$ cat config.mk
export PLATFORM = sky130hd
export DESIGN_NAME = card_board_ctrl
export DESIGN_NICKNAME = d
export VERILOG_FILES = /design/src/rtl/card_pkg.sv /design/src/rtl/card_board_ram.sv /design/src/rtl/card_board_ctrl.sv
export SDC_FILE = /design/constraint.sdc
export NUM_CORES = 1
export LEC_CHECK = 0
export CAP_MARGIN = 20
export CORE_MARGIN = 3
export CORE_UTILIZATION = 50
export CTS_BUF_LIST = sky130_fd_sc_hd__clkbuf_2 sky130_fd_sc_hd__clkbuf_4 sky130_fd_sc_hd__clkbuf_8
export DETAILED_ROUTE_END_ITERATION = 7
export PLACE_DENSITY = 0.83
export SKIP_CTS_REPAIR_TIMING = 1
export SLEW_MARGIN = 20
export SYNTH_ARGS = -nofsm -noshare
export SYNTH_HDL_FRONTEND = slang
export SYNTH_SLANG_ARGS = --single-unit
$ cat constraint.sdc
create_clock -name Clk -period 3.4 [get_ports Clk]
set_input_delay 0.51 -clock Clk [delete_from_list [all_inputs] [get_ports Clk]]
set_output_delay 0.51 -clock Clk [all_outputs]
set_load 0.03 [all_outputs]
$ cat src/rtl/card_pkg.sv
// card_pkg: constants and types shared by the card board controller and the
// gameplay state machine.
//   - Board geometry: NUM_CARDS entries arranged as a GRID_W x GRID_W grid.
//   - Card word layout: bit MATCHED_BIT = matched, bit FACEUP_BIT = face up,
//     bits VALUE_MSB:0 = card value.
//   - Encoding of the card-select handshake states.
package card_pkg;

  localparam int NUM_CARDS   = 16;
  localparam int GRID_W      = 4;
  localparam int DATA_W      = 6;
  localparam int LOC_W       = 4;
  // Cursor row and column each use half of the location index.
  localparam int AXIS_W      = LOC_W / 2;

  localparam int MATCHED_BIT = 5;
  localparam int FACEUP_BIT  = 4;
  localparam int VALUE_MSB   = 3;

  typedef enum logic [1:0] {
    IDLE         = 2'd0,
    REQ          = 2'd1,
    WAIT_ACK_LOW = 2'd2
  } sel_state_e;

  // A card may be selected only while it is face down and not yet matched.
  function automatic logic card_selectable(input logic [DATA_W-1:0] word);
    return !word[MATCHED_BIT] && !word[FACEUP_BIT];
  endfunction

endpackage

$ cat src/rtl/card_board_ram.sv
// card_board_ram: NUM_CARDS x DATA_W board register file.
//   clk, rst      : clock and asynchronous active-high reset (clears all entries)
//   clear         : synchronous clear of every entry, wins over a write
//   we/waddr/wdata: single write port, visible from the next cycle
//   raddr_a/rdata_a, raddr_b/rdata_b : two combinational read ports
module card_board_ram
  import card_pkg::*;
(
  input  logic              clk,
  input  logic              rst,
  input  logic              clear,
  input  logic              we,
  input  logic [LOC_W-1:0]  waddr,
  input  logic [DATA_W-1:0] wdata,
  input  logic [LOC_W-1:0]  raddr_a,
  output logic [DATA_W-1:0] rdata_a,
  input  logic [LOC_W-1:0]  raddr_b,
  output logic [DATA_W-1:0] rdata_b
);

  logic [DATA_W-1:0] mem_q [NUM_CARDS];
  logic [DATA_W-1:0] mem_d [NUM_CARDS];

  always_comb begin
    for (int i = 0; i < NUM_CARDS; i++) begin
      mem_d[i] = mem_q[i];
      if (clear) begin
        mem_d[i] = '0;
      end else if (we && (waddr == LOC_W'(i))) begin
        mem_d[i] = wdata;
      end
    end
  end

  always_ff @(posedge clk or posedge rst) begin
    if (rst) begin
      for (int i = 0; i < NUM_CARDS; i++) begin
        mem_q[i] <= '0;
      end
    end else begin
      for (int i = 0; i < NUM_CARDS; i++) begin
        mem_q[i] <= mem_d[i];
      end
    end
  end

  assign rdata_a = mem_q[raddr_a];
  assign rdata_b = mem_q[raddr_b];

endmodule

$ cat src/rtl/card_board_ctrl.sv
// card_board_ctrl: board image, player cursor and the selecting side of the
// card-select handshake with gameplay_sm.
//   Clk, Reset          : clock, asynchronous active-high reset
//   BtnU/D/L/R          : single-cycle cursor move pulses (wrap per axis)
//   BtnC                : select the card under the cursor
//   ClearBoard          : clear all board entries (beats WriteEnable)
//   WriteEnable/dataLoc/dataOut : board write port from gameplay_sm
//   Ack                 : gameplay_sm accepts the current selection
//   Select, CardSelectLoc, CardSelectData : registered selection request
//   Cursor              : live cursor location
//   Reject              : one-cycle pulse when BtnC hits a face-up/matched card
//   DispLoc/DispData    : combinational read port for the renderer
//   Busy                : handshake in progress (REQ or WAIT_ACK_LOW)
module card_board_ctrl
  import card_pkg::*;
(
  input  logic              Clk,
  input  logic              Reset,
  input  logic              BtnU,
  input  logic              BtnD,
  input  logic              BtnL,
  input  logic              BtnR,
  input  logic              BtnC,
  input  logic              ClearBoard,
  input  logic              WriteEnable,
  input  logic [LOC_W-1:0]  dataLoc,
  input  logic [DATA_W-1:0] dataOut,
  input  logic              Ack,
  output logic              Select,
  output logic [LOC_W-1:0]  CardSelectLoc,
  output logic [DATA_W-1:0] CardSelectData,
  output logic [LOC_W-1:0]  Cursor,
  output logic              Reject,
  input  logic [LOC_W-1:0]  DispLoc,
  output logic [DATA_W-1:0] DispData,
  output logic              Busy
);

  sel_state_e        state_q, state_d;
  logic [LOC_W-1:0]  cursor_q, cursor_d;
  logic              select_q, select_d;
  logic [LOC_W-1:0]  sel_loc_q, sel_loc_d;
  logic [DATA_W-1:0] sel_data_q, sel_data_d;
  logic              reject_q, reject_d;
  logic              busy_q, busy_d;

  logic [DATA_W-1:0] cursor_word;
  logic [AXIS_W-1:0] row, col, row_d, col_d;

  card_board_ram u_ram (
    .clk     (Clk),
    .rst     (Reset),
    .clear   (ClearBoard),
    .we      (WriteEnable),
    .waddr   (dataLoc),
    .wdata   (dataOut),
    .raddr_a (DispLoc),
    .rdata_a (DispData),
    .raddr_b (cursor_q),
    .rdata_b (cursor_word)
  );

  assign row = cursor_q[LOC_W-1:AXIS_W];
  assign col = cursor_q[AXIS_W-1:0];

  always_comb begin
    state_d    = state_q;
    sel_loc_d  = sel_loc_q;
    sel_data_d = sel_data_q;
    reject_d   = 1'b0;
    row_d      = row;
    col_d      = col;

    unique case (state_q)
      IDLE: begin
        // BtnC wins over a coincident move: select uses the pre-move cursor.
        if (BtnC) begin
          if (card_selectable(cursor_word)) begin
            sel_loc_d  = cursor_q;
            sel_data_d = cursor_word;
            state_d    = REQ;
          end else begin
            reject_d = 1'b1;
          end
        end else if (BtnU) begin
          row_d = row - AXIS_W'(1);
        end else if (BtnD) begin
          row_d = row + AXIS_W'(1);
        end else if (BtnL) begin
          col_d = col - AXIS_W'(1);
        end else if (BtnR) begin
          col_d = col + AXIS_W'(1);
        end
      end
      REQ: begin
        if (Ack) state_d = WAIT_ACK_LOW;
      end
      WAIT_ACK_LOW: begin
        // Wait for Ack to drop so a long Ack cannot satisfy a second request.
        if (!Ack) state_d = IDLE;
      end
      default: state_d = IDLE;
    endcase

    cursor_d = {row_d, col_d};
    select_d = (state_d == REQ);
    busy_d   = (state_d != IDLE);
  end

  always_ff @(posedge Clk or posedge Reset) begin
    if (Reset) begin
      state_q    <= IDLE;
      cursor_q   <= '0;
      select_q   <= 1'b0;
      sel_loc_q  <= '0;
      sel_data_q <= '0;
      reject_q   <= 1'b0;
      busy_q     <= 1'b0;
    end else begin
      state_q    <= state_d;
      cursor_q   <= cursor_d;
      select_q   <= select_d;
      sel_loc_q  <= sel_loc_d;
      sel_data_q <= sel_data_d;
      reject_q   <= reject_d;
      busy_q     <= busy_d;
    end
  end

  assign Select         = select_q;
  assign CardSelectLoc  = sel_loc_q;
  assign CardSelectData = sel_data_q;
  assign Cursor         = cursor_q;
  assign Reject         = reject_q;
  assign Busy           = busy_q;

endmodule
# Yosys cells after proc, flatten, opt, wreduce, memory -nomap -nowiden
# Cells that the tools add are included.
[classes] multipliers=0 mux=50 bitwise_logic=5 eq_ne=18 n_div=0 n_reduce_logical=43 addsub=4 n_lt_le_gt_ge=2 shift=0
[ops] operator="$mux 6" count=36
[ops] operator="$bmux 6 s4" count=2
[ops] operator="$reduce_bool 2->1" count=19
[ops] operator="$eq 4x4->1 const B" count=8
[ops] operator="$logic_and 1x1->1" count=17
[ops] operator="$eq 4x3->1 const B" count=4
[ops] operator="$mux 2" count=8
[ops] operator="$ge 5x5->1 const B" count=2
[ops] operator="$not 4->5" count=2
[ops] operator="$eq 4x2->1 const B" count=2
[ops] operator="$pmux 2 s3" count=1
[ops] operator="$reduce_and 3->1" count=2
[ops] operator="$reduce_and 5->1" count=1
[ops] operator="$add 2x1->2 const B" count=2
[ops] operator="$eq 2x1->1 const B" count=2
[ops] operator="$eq 4x1->1 const B" count=1
[ops] operator="$logic_not 4->1" count=1
[ops] operator="$sub 2x1->2 const B" count=2
[ops] operator="$mux 1" count=3
[ops] operator="$not 1->1" count=3
[ops] operator="$eq 2x2->1 const B" count=1
[ops] operator="$logic_not 1->1" count=2
[ops] operator="$logic_not 2->1" count=1
[word_totals] elab_cells=146 in_bits=24 output_inout_bits=23 regBits=115 latchBits=0 ramBits=0 rom_bits=0 memories=0

# Longest topological paths before layout
# Gate-level depths: netlist of run 1.
[logic_depth] word_depth=10 depth_mapped=8 depth_no_buf=5

# Cells and area by module
# Synthesis of run 1 repeated with hierarchy kept, for this count alone.
[hier_totals] cells_unflattened=626 area_unflattened_um2=6547.5
[modules_own_cells] mod="card_board_ram" seq_area_each_um2=2402.3 cells_each=568 instances=1 area_each_um2=5760.5
[modules_own_cells] mod="card_board_ctrl" seq_area_each_um2=475.5 cells_each=58 instances=1 area_each_um2=787.0

# Worst setup path after synthesis of run 1
# OpenSTA, ideal clock, no wires.
[synth_timing] kind="input to output" start="in DispLoc[0]" end="out DispData[4]" path_slack_ps=659 required_ps=2890 n_path_buf=2 t_arrival_ps=2231 stages=4 cell_sequence="clkbuf_1 > buf_2 > mux4_2 > mux4_2"
[synth_between] elab_chain_cells=4
[synth_rtl] item="from (decl)" line="card_board_ctrl.sv:34" rtl="input logic [LOC_W-1:0] DispLoc,"
[synth_rtl] item="$not 4->5 (implied by the code)" line="card_board_ram.sv:47" rtl="assign rdata_a = mem_q[raddr_a];"
[synth_rtl] item="$bmux 6 s4" line="card_board_ram.sv:47"
[synth_rtl] item="$mux 6 (implied by the code) (2 in series)" line="card_board_ram.sv:47"
[synth_rtl] item="to (decl)" line="card_board_ctrl.sv:35" rtl="output logic [DATA_W-1:0] DispData,"
# No other way between the ends. The select of a mux whose other input is x is not followed.

# Worst setup path in the final report of run 1
[layout_timing] start="in DispLoc[1]" end="out DispData[2]"
# The elaborated chain is that of the path after synthesis.

==> flow_summary.json, run 1 <==
{
  "fin_cells": 696,
  "regToRegStartpoint": "Cursor[1]",
  "async_flop_share": 1.000,
  "die_area_mm2": 0.01370,
  "wl_mm": 15.58,
  "drc": 0,
  "hold_viol_final": 0,
  "portBuffers": 46,
  "synth.largest_area_cell": "dfrtp_1",
  "rsz0062_at_grt": "no",
  "die_x_um": 117.1,
  "drt_first_iter_violations": 540,
  "cts_root_buf": "clkbuf_8",
  "die_h_um": 117.1,
  "maxCapViolCount": 0,
  "r2r_setup_slack_ns": 0.88,
  "synth_warnings": 0,
  "worstMarginPinSlew_ns": 0.9498,
  "min_path_cells": 1,
  "n_antenna_cell": 0,
  "initial_core_util": 0.5265,
  "synth.avg_cell_area_um2": 12.46,
  "min_period_ns": 3.171,
  "grt_max_degree": 116,
  "hold_ws_ns": 0.5031,
  "wl_per_cell_um": 22.39,
  "syn-instance-count": 495,
  "core-area_mm2": 0.01171,
  "relSlewSlack": 0.3668,
  "drv_slew": 0,
  "synth-edff-count": 0,
  "ff2ff_path_depth": 4,
  "path_clk_slew_ns": 0.07,
  "cts-buffers-inserted": 17,
  "critPathMaxFanout": 24,
  "status": "complete, no violations",
  "worstSetupPathType": "in -> out",
  "synth_top_area_frac": 0.4667,
  "finalNetCount": 565,
  "drtPass1Iterations": 5,
  "post-route-period-util": 0.9326,
  "startpoint_type": "input port",
  "place_area_mm2": 0.006785,
  "synth_ff_type": "dfrtp_1",
  "cp_data_required_time_ns": 2.89,
  "syn_nets": 519,
  "finClkSkew_ns": 0.01201,
  "final_core_util": 0.6094,
  "drive_gt1_frac": 0.2152,
  "ys_types": 43,
  "ys_seq_elements": 115,
  "grt_pass1_wl_mm": 24.90,
  "globalRouteTotalUtil": 0.2474,
  "grt_overflow": 0,
  "synthTopCellsByArea": "dfrtp_1, mux4_2, mux2i_1",
  "ant_nets": 0,
  "synth_area_mm2": 0.006166,
  "grt_pass1_vias": 4498,
  "area_growth_pct": 15.75,
  "cts_tree": "yes",
  "dp_hpwl_mm": 10.29,
  "hold_class": "reg -> reg",
  "netlist_top_cells_count": "dfrtp_1, nor2_1, mux2i_1",
  "cts.sinks": 115,
  "cts_buffer_depth": 2,
  "htree_num_levels": 4,
  "hold_start": "CardSelectData[4]",
  "timing.fmax_ghz": 0.3154,
  "dp.cells": 665,
  "antenna_found_initial": 0,
  "setup_viol": 0,
  "rows": 39,
  "num_io_pins": 47,
  "holdPathEnd": "CardSelectData[4]",
  "synth_most_common_cell": "dfrtp_1",
  "power.density_mw_per_mm2": 536.8,
  "reg2reg_to": "CardSelectData[3]",
  "gp_congestion": 0.8215,
  "vias": 4450,
  "fin_area_mm2": 0.007137,
  "routed_via_density": 6.394,
  "leakagePower_nw": 3.141,
  "yosysSeqAreaShare": 0.4667,
  "clk_latency_ns": 0.44,
  "ir_drop_uv": 246.2,
  "worstPathArrival_ns": 2.66,
  "endpoint_kind": "output port",
  "setup-tns-final_ns": 0
}
## kinds of logic after synthesis
group	Yosys count	share of synthesized area
AND/OR/NAND/NOR	163	0.1234
multiplexers	148	0.3458
flip-flops	115	0.4667
buffers and inverters	43	0.03490
AO/OA/AOI/OAI	22	0.02354
XOR/XNOR	4	0.005683
## worst max-delay path, cell delays in order
cell	delay (ns)
clkdlybuf4s50_1	0.51
buf_12	0.20
mux4_2	0.32
mux4_2	0.49
clkdlybuf4s50_1	0.61
## cell usage in the layout (no fill, tap or decap), types with 6 or more instances in the layout
cell and n:
nand2_1 10, a21oi_1 9, clkbuf_8 19, clkinvlp_4 6, buf_4 20, nand3_1 7
mux2i_1 90, clkdlybuf4s50_1 42, mux4_2 48, nor3_1 8, dfrtp_1 115, nor2_1 106
nand2b_1 8, mux2_2 6
## sequential cells by signal, indices dropped and copies added, names as in the netlist
signal / cells
state_q: 2
CardSelectLoc: 4
Busy: 1
Select: 1
Reject: 1
u_ram.mem_q: 96
CardSelectData: 6
Cursor: 4
## metrics by stage
stage,setup slack [ns],total power (W)
2_1_floorplan,0.6590,0.002424
3_3_place_gp,0.2751,0.002694
3_5_place_dp,0.2331,0.002734
4_1_cts,0.2275,0.003845
5_1_grt,0.2063,0.004010
6_report,0.2292,0.003831
## report_power, final
group          leakage [nW]  internal, W  switching [W]
registers              1.58      0.00146       0.000131
logic                  1.40     0.000503       0.000615
clock network         0.167     0.000547       0.000572
total                  3.14      0.00251        0.00132
## layout make-up
class                   count  area [um2]
inverters                   3       15.01
well taps                 143       178.9
flip-flops and latches    115        2878
clock inverters            11       82.58
repair buffers             67       640.6
clock buffers              20       269.0
fillers                   899        4574
multi-input cells         337        3073
## metal layers
layer,global-route usage,part of all wire,up-vias
met5,0,0,-
met4,0.1055,0.028,0
met3,0.08123,0.097,42
met2,0.3728,0.47,259
met1,0.3323,0.40,2265
li1,-,-,1884
## worst max path at each step
stage / startpoint / endpoint / slack, ns / cells after the start
floorplan: DispLoc[0] / DispData[4] / 0.66 / 4
global placement: DispLoc[1] / DispData[2] / 0.28 / 5
detailed placement: DispLoc[1] / DispData[2] / 0.23 / 5
CTS: DispLoc[1] / DispData[2] / 0.23 / 5
global route: DispLoc[1] / DispData[2] / 0.21 / 5
finish: DispLoc[1] / DispData[2] / 0.23 / 5
(Power assumes the default switching activity.)
==> run 2, diff against run 1 <==
- SETUP_SLACK_MARGIN: default -> 0.4
==> run 2 against run 1 <==
  * Sequential power hardly changed
  * Die area unchanged
  * Flip-flop and latch count stayed put
  * Sequential share of layout area decreased by 0.056 points
  * Via count up 0.25%
  * Cell count unchanged
  * Wire length shrank 0.62%
  * Non-clock buffer count is the same
  * Combinational power about the same
  * Register-to-register slack about the same
  * Utilization grew 0.085 points
  * Highest routed layer unchanged
==> flow_summary.json, run 2 (synthesized netlist as in run 1, its figures left out) <==
{
  "status": "complete, no violations",
  "area_growth_pct": 15.91,
  "worstSetupPathType": "in -> out",
  "regArea_mm2": 0.002878,
  "cp-startpoint": "DispLoc[1]",
  "layout_commonest_cell": "dfrtp_1",
  "cp_cell_sequence": "clkdlybuf4s50_1 -> buf_12 -> mux4_2 -> mux4_2 -> dlymetal6s2s_1",
  "regMostFlops": "u_ram.mem_q",
  "maxCapViolCount": 0,
  "finalNetCount": 565,
  "grt_max_degree": 116,
  "drive_gt1_frac": 0.2152,
  "fin_cells": 696,
  "r2r_setup_slack_ns": 0.88,
  "drv_slew": 0,
  "regToRegStartpoint": "Cursor[1]",
  "leakagePower_nw": 3.215,
  "grt_overflow": 0,
  "path_common_cell": "mux4_2",
  "vias": 4461,
  "hold_class": "in -> reg",
  "worstPathArrival_ns": 2.31,
  "critPathMaxFanout": 24,
  "layout_common_cells": "dfrtp_1, nor2_1, mux2i_1",
  "n_antenna_cell": 0,
  "wl_per_cell_um": 22.25,
  "ir_drop_uv": 248.2,
  "switching_share": 0.3439,
  "worstMarginPinSlew_ns": 0.9397,
  "gp_congestion": 0.8215,
  "multiInputGateArea_mm2": 0.003073,
  "path_clk_slew_ns": 0.07,
  "grt_pass1_wl_mm": 24.90,
  "cts.sinks": 115,
  "rows": 39,
  "comb_power_share": 0.292,
  "routed_via_density": 6.409,
  "cts_tree": "yes",
  "die_x_um": 117.1,
  "antenna_found_initial": 0,
  "cts_buffer_depth": 2,
  "power_switching_w": 0.001317,
  "power.share.sequential": 0.416,
  "relSlewSlack": 0.3736,
  "portBuffers": 46,
  "cp_data_required_time_ns": 2.89,
  "post-route-period-util": 0.8284,
  "die_h_um": 117.1,
  "drc": 0,
  "ant_nets": 0,
  "core-area_mm2": 0.01171,
  "power.density_mw_per_mm2": 535.8,
  "largest_reg_flops": 96,
  "dp_hpwl_mm": 10.29,
  "startpoint_type": "input port",
  "drtPass1Iterations": 6,
  "internal_power_w": 0.002512,
  "final.fill_count": 896,
  "hold_viol_final": 0,
  "wl_mm": 15.49,
  "rsz0062_at_grt": "no",
  "globalRouteTotalUtil": 0.2474,
  "clk_latency_ns": 0.44,
  "power.total_w": 0.003829,
  "endpoint": "DispData[2]",
  "htree_num_levels": 4,
  "cts_root_buf": "clkbuf_8",
  "setup_viol": 0,
  "num_io_pins": 47,
  "setup-tns-final_ns": 0,
  "min_period_ns": 2.817,
  "cts-buffers-inserted": 17,
  "cp_slowest_cell": "clkdlybuf4s50_1",
  "timing.fmax_ghz": 0.3550,
  "dp.cells": 665,
  "endpoint_kind": "output port",
  "power.share.clock": 0.292,
  "initial_core_util": 0.5265,
  "ff2ff_path_depth": 4,
  "slowest_delay_ns": 0.51,
  "reg2reg_to": "CardSelectData[3]",
  "die_area_mm2": 0.01370,
  "drt_first_iter_violations": 559,
  "finClkSkew_ns": 0.01013,
  "grt_pass1_vias": 4498
}
[run 2: changes by cell type in the layout (fill, tap and decap cells not counted)]
cell,previous run,this run
clkdlybuf4s50_1,42,38
dlymetal6s2s_1,0,4
[run 2: worst max-delay path: cells and delay by family]
kind | cells | cell delay (ns)
buf+inv | 3 | 0.97
mux | 2 | 0.81
[run 2: power groups by stage]
stage	clock (W)	combinational [W]	sequential, W
floorplan	0	0.000741	0.00168
finish	0.00112	0.00112	0.00159
global route	0.00119	0.00121	0.00161
global placement	0	0.00109	0.00161
CTS	0.00113	0.00112	0.00159
detailed placement	0	0.00112	0.00162
[run 2: routing by layer]
layer  global-route usage  vias to the layer above  wire length (um)
li1                     -                     1885                 -
met1               0.3323                     2278              6086
met2               0.3728                      262              7426
met3              0.08123                       36              1607
met4               0.1055                        0               368
met5                    0                        -                 0
[run 2: worst min-delay path by stage]
stage,start,slack (ns),depth (start not counted),end
floorplan,u_ram.mem_q[11],0.49,2,u_ram.mem_q[11]
global placement,CardSelectData[4],0.47,1,CardSelectData[4]
detailed placement,CardSelectData[5],0.49,1,CardSelectData[5]
CTS,ClearBoard,0.48,2,u_ram.mem_q[22]
global route,ClearBoard,0.51,2,u_ram.mem_q[22]
finish,ClearBoard,0.50,2,u_ram.mem_q[22]
[run 2: layout make-up]
class / instances / area share
inverter: 3 / 0.002101
tap: 143 / 0.02504
sequential: 115 / 0.4027
timing repair buffer: 67 / 0.09104
multi-input combinational: 337 / 0.4300
clock inverter: 11 / 0.01155
clock buffer: 20 / 0.03764
[run 2: through the flow]
| stage | instance area, um2 | util | hold WS [ns] | setup slack (ns) |
|---|---|---|---|---|
| floorplan | 6170 | - | 0.4947 | 0.6590 |
| global placement | 6785 | 0.5794 | 0.4722 | 0.2751 |
| detailed placement | 6785 | 0.5794 | 0.4871 | 0.2331 |
| CTS | 7137 | 0.6094 | 0.4818 | 0.2275 |
| global route | 7147 | 0.6103 | 0.5098 | 0.5660 |
| finish | 7147 | 0.6103 | 0.5000 | 0.5833 |
